<file path="src/rtl/mul_div_seq.sv">
// mul_div_seq -- sequential signed multiplier / divider.
//
// Multiplication uses radix-2 Booth, one iteration per clock for 32 iterations.
// Division uses non-restoring division on the operand magnitudes, one iteration
// per clock for 32 iterations. A final FIX cycle then corrects the remainder
// and applies the signs.
//
// Division support is compiled in only when the macro MULDIV_DIV_EN is
// defined. Without it, the Div opcode is ignored and div_by_zero is tied to 0.
//
// Ports:
//   clock        rising-edge clock
//   clear        asynchronous active-low reset
//   start        operation request, sampled only in IDLE
//   opcode[4:0]  operation select: Mul = 5'b01111, Div = 5'b10000, others ignored
//   A, B         signed operands (multiplicand/multiplier or dividend/divisor)
//   busy         high while an operation is in progress
//   done         one-cycle pulse when C_out_HI/C_out_LO carry a new result
//   div_by_zero  high when the last Div had B == 0 (valid from done to the next start)
//   C_out_HI     product[63:32], or the remainder
//   C_out_LO     product[31:0], or the quotient
module mul_div_seq #(
    parameter int WIDTH = 32
) (
    input  logic             clock,
    input  logic             clear,
    input  logic             start,
    input  logic [4:0]       opcode,
    input  logic [WIDTH-1:0] A,
    input  logic [WIDTH-1:0] B,
    output logic             busy,
    output logic             done,
    output logic             div_by_zero,
    output logic [WIDTH-1:0] C_out_HI,
    output logic [WIDTH-1:0] C_out_LO
);
    localparam int            CW        = $clog2(WIDTH);
    localparam logic [CW-1:0] LAST_ITER = CW'(WIDTH - 1);
    localparam logic [4:0]    OP_MUL    = 5'b01111;

    typedef enum logic [1:0] {IDLE, MUL, DIV, FIX} state_t;

    state_t        state;
    logic [CW-1:0] count;

    // The Booth accumulator carries two guard bits so that subtracting the
    // most negative multiplicand cannot overflow.
    logic [WIDTH+1:0] mcand;
    logic [WIDTH+1:0] m_hi;
    logic [WIDTH-1:0] m_lo;
    logic             m_q1;
    logic [WIDTH+1:0] m_sum;
    logic [WIDTH+1:0] m_hi_next;
    logic [WIDTH-1:0] m_lo_next;

    always_comb begin
        case ({m_lo[0], m_q1})
            2'b01:   m_sum = m_hi + mcand;
            2'b10:   m_sum = m_hi - mcand;
            default: m_sum = m_hi;
        endcase
        // Arithmetic shift right of the combined {hi, lo, q-1} register.
        m_hi_next = {m_sum[WIDTH+1], m_sum[WIDTH+1:1]};
        m_lo_next = {m_sum[0], m_lo[WIDTH-1:1]};
    end

`ifdef MULDIV_DIV_EN
    localparam logic [4:0] OP_DIV = 5'b10000;

    logic [WIDTH-1:0] d_mag;     // divisor magnitude
    logic [WIDTH-1:0] q;         // dividend bits shift out, quotient bits shift in
    logic [WIDTH+1:0] r;         // signed partial remainder
    logic             neg_q;
    logic             neg_r;
    logic             zero_div;
    logic [WIDTH-1:0] a_mag;
    logic [WIDTH-1:0] b_mag;
    logic [WIDTH+1:0] r_shift;
    logic [WIDTH+1:0] r_next;
    logic [WIDTH-1:0] r_fix;

    always_comb begin
        a_mag   = A[WIDTH-1] ? (~A + 1'b1) : A;
        b_mag   = B[WIDTH-1] ? (~B + 1'b1) : B;
        r_shift = {r[WIDTH:0], q[WIDTH-1]};
        r_next  = r[WIDTH+1] ? (r_shift + {2'b00, d_mag}) : (r_shift - {2'b00, d_mag});
        // The corrected remainder lies in [0, d), so WIDTH bits hold it exactly.
        r_fix   = r[WIDTH-1:0] + (r[WIDTH+1] ? d_mag : '0);
    end
`else
    assign div_by_zero = 1'b0;
`endif

    always_ff @(posedge clock or negedge clear) begin
        if (!clear) begin
            state    <= IDLE;
            count    <= '0;
            busy     <= 1'b0;
            done     <= 1'b0;
            C_out_HI <= '0;
            C_out_LO <= '0;
            mcand    <= '0;
            m_hi     <= '0;
            m_lo     <= '0;
            m_q1     <= 1'b0;
`ifdef MULDIV_DIV_EN
            div_by_zero <= 1'b0;
            d_mag       <= '0;
            q           <= '0;
            r           <= '0;
            neg_q       <= 1'b0;
            neg_r       <= 1'b0;
            zero_div    <= 1'b0;
`endif
        end else begin
            done <= 1'b0;
            case (state)
                IDLE: begin
                    if (start && opcode == OP_MUL) begin
                        mcand <= {{2{A[WIDTH-1]}}, A};
                        m_hi  <= '0;
                        m_lo  <= B;
                        m_q1  <= 1'b0;
                        count <= '0;
                        busy  <= 1'b1;
                        state <= MUL;
`ifdef MULDIV_DIV_EN
                        div_by_zero <= 1'b0;
                    end else if (start && opcode == OP_DIV) begin
                        d_mag    <= b_mag;
                        // With a zero divisor no iterations run, so q is free
                        // to carry the raw dividend through to C_out_HI.
                        q        <= (B == '0) ? A : a_mag;
                        r        <= '0;
                        neg_q    <= A[WIDTH-1] ^ B[WIDTH-1];
                        neg_r    <= A[WIDTH-1];
                        zero_div <= (B == '0);
                        count    <= '0;
                        busy     <= 1'b1;
                        div_by_zero <= 1'b0;
                        state    <= (B == '0) ? FIX : DIV;
`endif
                    end
                end
                MUL: begin
                    m_hi  <= m_hi_next;
                    m_lo  <= m_lo_next;
                    m_q1  <= m_lo[0];
                    count <= count + 1'b1;
                    if (count == LAST_ITER) begin
                        C_out_HI <= m_hi_next[WIDTH-1:0];
                        C_out_LO <= m_lo_next;
                        busy     <= 1'b0;
                        done     <= 1'b1;
                        state    <= IDLE;
                    end
                end
`ifdef MULDIV_DIV_EN
                DIV: begin
                    r     <= r_next;
                    q     <= {q[WIDTH-2:0], ~r_next[WIDTH+1]};
                    count <= count + 1'b1;
                    if (count == LAST_ITER) begin
                        state <= FIX;
                    end
                end
                FIX: begin
                    if (zero_div) begin
                        C_out_HI    <= q;
                        C_out_LO    <= '1;
                        div_by_zero <= 1'b1;
                    end else begin
                        C_out_HI <= neg_r ? (~r_fix + 1'b1) : r_fix;
                        C_out_LO <= neg_q ? (~q + 1'b1) : q;
                    end
                    busy  <= 1'b0;
                    done  <= 1'b1;
                    state <= IDLE;
                end
`endif
                default: state <= IDLE;
            endcase
        end
    end

endmodule

</file>
<file path="config.mk">
export PLATFORM = sky130hd
export DESIGN_NAME = mul_div_seq
export DESIGN_NICKNAME = d
export VERILOG_FILES = /design/src/rtl/mul_div_seq.sv
export SDC_FILE = /design/constraint.sdc
export NUM_CORES = 1
export LEC_CHECK = 0
export CAP_MARGIN = 10
export CORE_MARGIN = 10
export CORE_UTILIZATION = 50
export CTS_CLUSTER_SIZE = 25
export DETAILED_ROUTE_END_ITERATION = 8
export PLACE_DENSITY_LB_ADDON = 0.12
export RECOVER_POWER = 50
export SYNTH_ARGS = -nofsm -noshare
export SYNTH_HDL_FRONTEND = slang
export SYNTH_SLANG_ARGS = --single-unit
</file>
<file path="constraint.sdc">
create_clock -name clock -period 8.7 [get_ports clock]
set_input_delay 2.61 -clock clock [delete_from_list [all_inputs] [get_ports clock]]
set_output_delay 2.61 -clock clock [all_outputs]
set_load 0.005 [all_outputs]
</file>
==> metrics.md <==
| Metric | Value |
|---|---|
| Status | `complete, but fails checks` |
| Failing checks | `max-capacitance violations, max-slew violations` |
| Wire per inst | `17.7 um` |
| Area Growth Syn to Fin | `22.1%` |
| Top-area cell type share of the netlist area | `0.444` |
| Worst path bufs/invs | `2` |
| Top cells by area, synth | `dfrtp_1, mux2_2, mux2i_1` |
| Crit Path Category | `register to register` |
| Drt first pass iters | `5` |
| Seq cells post-synth | `169` |
| Core region area | `0.0187 mm^2` |
| Pins Over Slew Limit | `102` |
| Drt total wl | `23.4 mm` |
| P_leak | `0.00558 uW` |
| RSZ-0062 raised after global routing | `no` |
| Crit path time final | `5.09 ns` |
| Area after detailed placement | `0.0111 mm^2` |
| CP max FO | `34` |
| Setup TNS | `0 ns` |
| Final Hold Violating Endpoints | `0` |
| Number of synthesized flops with an enable pin | `0` |
| Post-Syn Instances | `971` |
| Post-layout util | `0.622` |
| DR vias | `about 7300` |
| Design area | `0.0116 mm^2` |
| Hold Path Class | `register to register` |
| Initial DRC Count | `424` |
| Pwr dens | `381 mW/mm^2` |
| Async SR Flop Fraction | `1.00` |
| # IOs | `between 100 and 150` |
| Layout fillers | `about 1600` |
| Synth Net Count | `1081` |
| Critical path's slowest cell | `clkbuf_1` |
| Worst Tran Pin Value | `3.27 ns` |
| CTS root buf | `clkbuf_16` |
| Crit-path max cell delay | `between 1 and 1.5 ns` |
| CP endpoint kind | `register` |
| Total GRT Usage | `0.188` |
| Synth area leader | `dfrtp_1` |
| CTS buffer count | `17` |
| Largest buffer count on any clock path | `2` |
| Initial Util | `0.510` |
| Yosys warnings | `0` |
| Row Count | `50` |
| # H-tree levels | `4` |
| Clock skew | `about 0.012 ns` |
| Vias in the first global route | `7165` |
| Drt drc | `0` |
| F_max | `196 MHz` |
| Startpoint Class | `register` |
| DP HPWL | `16.5 mm` |
| Share of layout cells above drive strength 1 | `0.118` |
| Final nets | `1188` |
| Maxcap violations | `2` |
| Final ANT Viol Nets | `0` |
| Worst VDD drop | `0.000188 V` |
| Setup bufs post-CTS | `0` |
| Max-slew headroom | `-1.18` |
| Syn avg cell area | `9.82 um^2` |
| Unique masters post-synth | `62` |
| Worst hold margin | `0.474 ns` |
| Grt total ovfl | `0` |
| Die area | `0.0250 mm^2` |
| Final setup fails | `0` |
| Via density | `5.52` |
| Clock sinks | `169` |
| Hold Buf Count CTS | `0` |
| Initial antenna violation count | `0` |
| Tcrit/Tclk final | `0.585` |
| Die X | `~160 um` |
| Post-Syn Area | `0.00953 mm^2` |
| Top delay family on crit path | `compound AO/OA/AOI/OAI gates` |
| Seq/Total Area, Yosys | `0.444` |
| RePlAce Congestion | `0.933` |
| First-pass GRT wire length | `37.5 mm` |
| CTS tree | `done` |
| Die Span Y | `roughly 160 um` |
| Later-pin clock latency in the skew report | `0.43 ns` |
| Clk pin slew, worst setup/hold paths | `0.07 ns` |
| N_diodes | `0` |
| CP required | `8.88 ns` |
| Largest net degree at the start of global routing | `96` |
| CTS resizes | `0` |
| Critical Path AT | `5.27 ns` |
| Top FF cell, synth | `dfrtp_1` |
| IO Port Bufs | `137` |
| Critical-path cell list | `inv_1 > ha_1 > clkbuf_1 > mux2i_1 > ha_1 > nor2b_1 > o2111ai_1 > a2111oi_0 > nor2_1 > a21boi_0 > o21ba_2 > o21ai_0 > a31oi_1 > o21ai_0` |
## synthesized netlist by cell type, types with 17 or more instances
library cell  number
xnor2_1           47
mux2_2            76
clkbuf_1          47
nor2_1            48
dfrtp_1          169
mux2i_1           57
nand2_1          137
nor3_1            17
inv_1             22
a21oi_1           54
o21ai_0           99
ha_1              37
## per-stage QoR
| stage | worst slack, ns | total power [uW] | std cells |
|---|---|---|---|
| after floorplan | 4.29 | 3010 | 971 |
| after global placement | 3.94 | 3640 | 1293 |
| after detailed placement | 3.83 | 3670 | 1293 |
| after CTS | 3.76 | 4460 | 1325 |
| after global routing | 3.16 | 4810 | 1325 |
| final | 3.61 | 4440 | 1325 |
## per-layer routing
layer | vias up | global-route usage | share of wire
met5 | - | 0 | 0
met4 | 0 | 0.0388 | 0.0092
met3 | 11 | 0.0464 | 0.052
met2 | 144 | 0.318 | 0.49
met1 | 3504 | 0.238 | 0.45
li1 | 3657 | - | -
## area by class of cell
| cell class | instances | area [um^2] | area share |
|---|---|---|---|
| Multi-Input combinational cell | 723 | 5010 | 0.430 |
| Sequential cell | 169 | 4230 | 0.364 |
| Timing Repair Buffer | 144 | 1420 | 0.122 |
| Clock buffer | 17 | 425 | 0.0366 |
| Tap cell | 234 | 293 | 0.0252 |
| Clock inverter | 15 | 176 | 0.0152 |
| Inverter | 23 | 86.3 | 0.00742 |
## layout by cell type (no fill, tap or decap), types with 13 or more instances in the layout
cell               n
xnor2_1           47
clkdlybuf4s50_1   90
a21o_1            13
xor2_1            14
clkbuf_16         17
o21ai_0           99
nand2_1          136
nor3_1            17
dfrtp_1          168
nand4_1           13
mux2_2            76
nor2_1            47
inv_1             22
dlygate4sd3_1     46
ha_1              37
a21oi_1           54
mux2i_1           57
## worst reg2reg max path: stages, from the launching register on
cell and delay (ns):
dfrtp_1 0.36, inv_1 0.07, ha_1 0.13, clkbuf_1 1.09, mux2i_1 0.46, ha_1 0.40, nor2b_1 0.17, o2111ai_1 0.17
a2111oi_0 0.88, nor2_1 0.10, a21boi_0 0.27, o21ba_2 0.17, o21ai_0 0.07, a31oi_1 0.38, o21ai_0 0.12
## final timing paths
path                                       endpoint  cells past startpoint                     start  slack, ns
setup reg to reg           C_out_HI[16]$_DFFE_PN0P_                     14          m_q1$_DFFE_PN0P_       3.61
setup / recovery           C_out_HI[16]$_DFFE_PN0P_                     14          m_q1$_DFFE_PN0P_       3.61
max in group asynchronous          busy$_DFFE_PN0P_                      2                     clear       4.82
hold / removal             C_out_HI[22]$_DFFE_PN0P_                      2  C_out_HI[22]$_DFFE_PN0P_       0.47
hold reg to reg            C_out_HI[22]$_DFFE_PN0P_                      2  C_out_HI[22]$_DFFE_PN0P_       0.47
min in group asynchronous       m_lo[7]$_DFFE_PN0P_                      1                     clear       2.25
## where the power goes
part,internal (uW),switching (uW)
clock,389,377
combinational,1030,1390
sequential,1030,226
total,2440,1990
## kinds of logic after synthesis
logic type / Yosys count / synth area share
XOR/XNOR: 61 / 0.0561
buffers and inverters: 79 / 0.0316
flip-flops: 169 / 0.444
adder cells (fa/ha/maj): 38 / 0.0507
other: 1 / 0.000393
AND/OR/NAND/NOR: 262 / 0.127
multiplexers: 133 / 0.150
AO/OA/AOI/OAI: 228 / 0.141
## sequential cells by signal, summed over array words and instances, names as in the netlist
name	cells
C_out_HI	32
done	1
m_q1	1
mcand	32
busy	1
m_hi	33
count	5
m_lo	32
C_out_LO	32
Note: power is estimated with default switching activity, not from simulation.
==> RTL change, RTL diff (same settings) <==
Build with the macro `MULDIV_DIV_EN` defined.
--- a/src/rtl/mul_div_seq.sv
+++ b/src/rtl/mul_div_seq.sv
@@ -19,6 +19,8 @@
 //   div_by_zero  high when the last Div had B == 0 (valid from done to the next start)
 //   C_out_HI     product[63:32], or the remainder
 //   C_out_LO     product[31:0], or the quotient
+`define MULDIV_DIV_EN
+
 module mul_div_seq #(
     parameter int WIDTH = 32
 ) (
Check against the original RTL: not equivalent (a bounded check fails within 4 cycles, from zero or initial values).
==> RTL change against the original RTL <==
The flow still finishes with violations (capacitance limit, slew limit); worst setup slack lost 1.2 ns; die area grew 100%; cell area grew 110%; global-route usage grew 7.9 points; total power grew 130%; worst hold slack gained 0.00085 ns; sequential power grew 95%; sequential cell count grew 104; wire length grew to 2.9 times the old value; area after synthesis grew 120%.
==> RTL change: results (changes against the original RTL) <==
- R2R depth: 15 (was 14)
- Cells after Synth: 2534 (was 971)
- Number of buffers created by CTS: 34 (was 17)
- Clock Latency Late Sink: 0.57 ns (was 0.43 ns)
- Post-synth top cells: 332 x nand2_1, 298 x o21ai_0, 273 x dfrtp_1, 155 x a21oi_1, 150 x nor2_1 (was 169 x dfrtp_1, 137 x nand2_1, 99 x o21ai_0, 76 x mux2_2, 57 x mux2i_1)
- CTS Buffer Depth: 3 (was 2)
- Slew Limit Fails: 133 (was 102)
- Switch share: 48.5% (was 44.9%)
- Aggregate routed wire length: 69000 µm (was 23400 µm)
- Failing checks: capacitance limit, slew limit (unchanged)
- Fillers: 3870 (was 1618)
- Routability Congestion: 0.952 (was 0.933)
- HPWL after DPL: 52300 µm (was 16500 µm)
- Skew final: 0.0285 ns (was 0.0122 ns)
- Worst-Margin Slew: 3.39 ns (was 3.27 ns)
- Fraction of layout cells with a size suffix above 1: 5.61% (was 11.8%)
- Crit path from: B[6] (was m_q1)
- Vias: 19638 (was 7316)
- Max-cap violations: 3 (was 2)
- Status: finished, violations left (unchanged)
- Post-place setup slack: 1.81 ns (was 3.83 ns)
- Seq. pwr: 2.44 mW (was 1.25 mW)
- FF-to-FF setup slack: 3.01 ns (was 3.61 ns)
- Dpl cells: 3101 (was 1293)
- Pint: 5.18 mW (was 2.44 mW)
- Top post-synthesis cells by area: dfrtp_1 32%, o21ai_0 7.1%, ha_1 6.6%, nand2_1 5.9%, xnor2_1 5.7% (was dfrtp_1 44%, mux2_2 9.0%, mux2i_1 6.0%, nand2_1 5.4%, o21ai_0 5.2%)
- PortBufs: 138 (was 137)
- Synth unique cells: 79 (was 62)
- Clock power share: 15.1% (was 17.3%)
- Initial DRC count: 1959 (was 424)
- CP delay by family, top: simple AND/OR/NAND/NOR gates (was compound AO/OA/AOI/OAI gates)
- Critical R2R Capture: C_out_HI[28] (was C_out_HI[16])
- Syn_nets: 2721 (was 1081)
- Sequential area share after synthesis: 32.4% (was 44.4%)
- Final Net Count: 2785 (was 1188)
- Critical Path End: q[18] (was C_out_HI[16])
[RTL change: changes by cell type after synthesis, sizes merged, moves of 91 or more]
cell,delta
nand2,+195
dfrtp,+104
nor2,+102
xor2,+91
o21ai,+209
xnor2,+91
a21oi,+101
[RTL change: kinds of logic after synthesis]
family          after synthesis  share of synthesized area (%)
compound gates              811                           23.8
xor+xnor                    243                           10.1
fa+ha+maj                   115                           6.93
buf+inv                     197                           3.61
flops                       273                           32.4
mux                         117                           5.78
simple gates                778                           17.5
[RTL change: area by class of cell]
class | count | area, µm² | share of cell area (%)
inverters | 69 | 259 | 1.08
well taps | 539 | 674 | 2.81
repair buffers | 156 | 1540 | 6.40
multi-input cells | 2064 | 13500 | 56.4
flip-flops and latches | 273 | 6830 | 28.4
clock inverters | 11 | 184 | 0.765
clock buffers | 49 | 997 | 4.15
[RTL change: worst min path at each step]
stage	start	endpoint	cells past startpoint
final	C_out_HI[23]	C_out_HI[23]	2
after global routing	C_out_HI[23]	C_out_HI[23]	2
after CTS	C_out_HI[23]	C_out_HI[23]	2
after detailed placement	C_out_HI[23]	C_out_HI[23]	2
after global placement	C_out_LO[10]	C_out_LO[10]	2
after floorplan	d_mag[22]	d_mag[22]	2
[RTL change: layer usage]
layer  GRT usage [%]  up-vias  routed length [µm]  part of all wire (%)
met5               0        -                   0                     0
met4            6.91        0                1450                   2.1
met3            4.41       98                5080                   7.4
met2            41.8      681               31100                    45
met1            37.4     9583               31400                    46
li1                -     9276                   -                     -
[RTL change: tightest hold or removal path, stage by stage (launching register included)]
cell and delay, ns:
dfrtp_1 0.34, nand2_1 0.05, o31ai_1 0.05
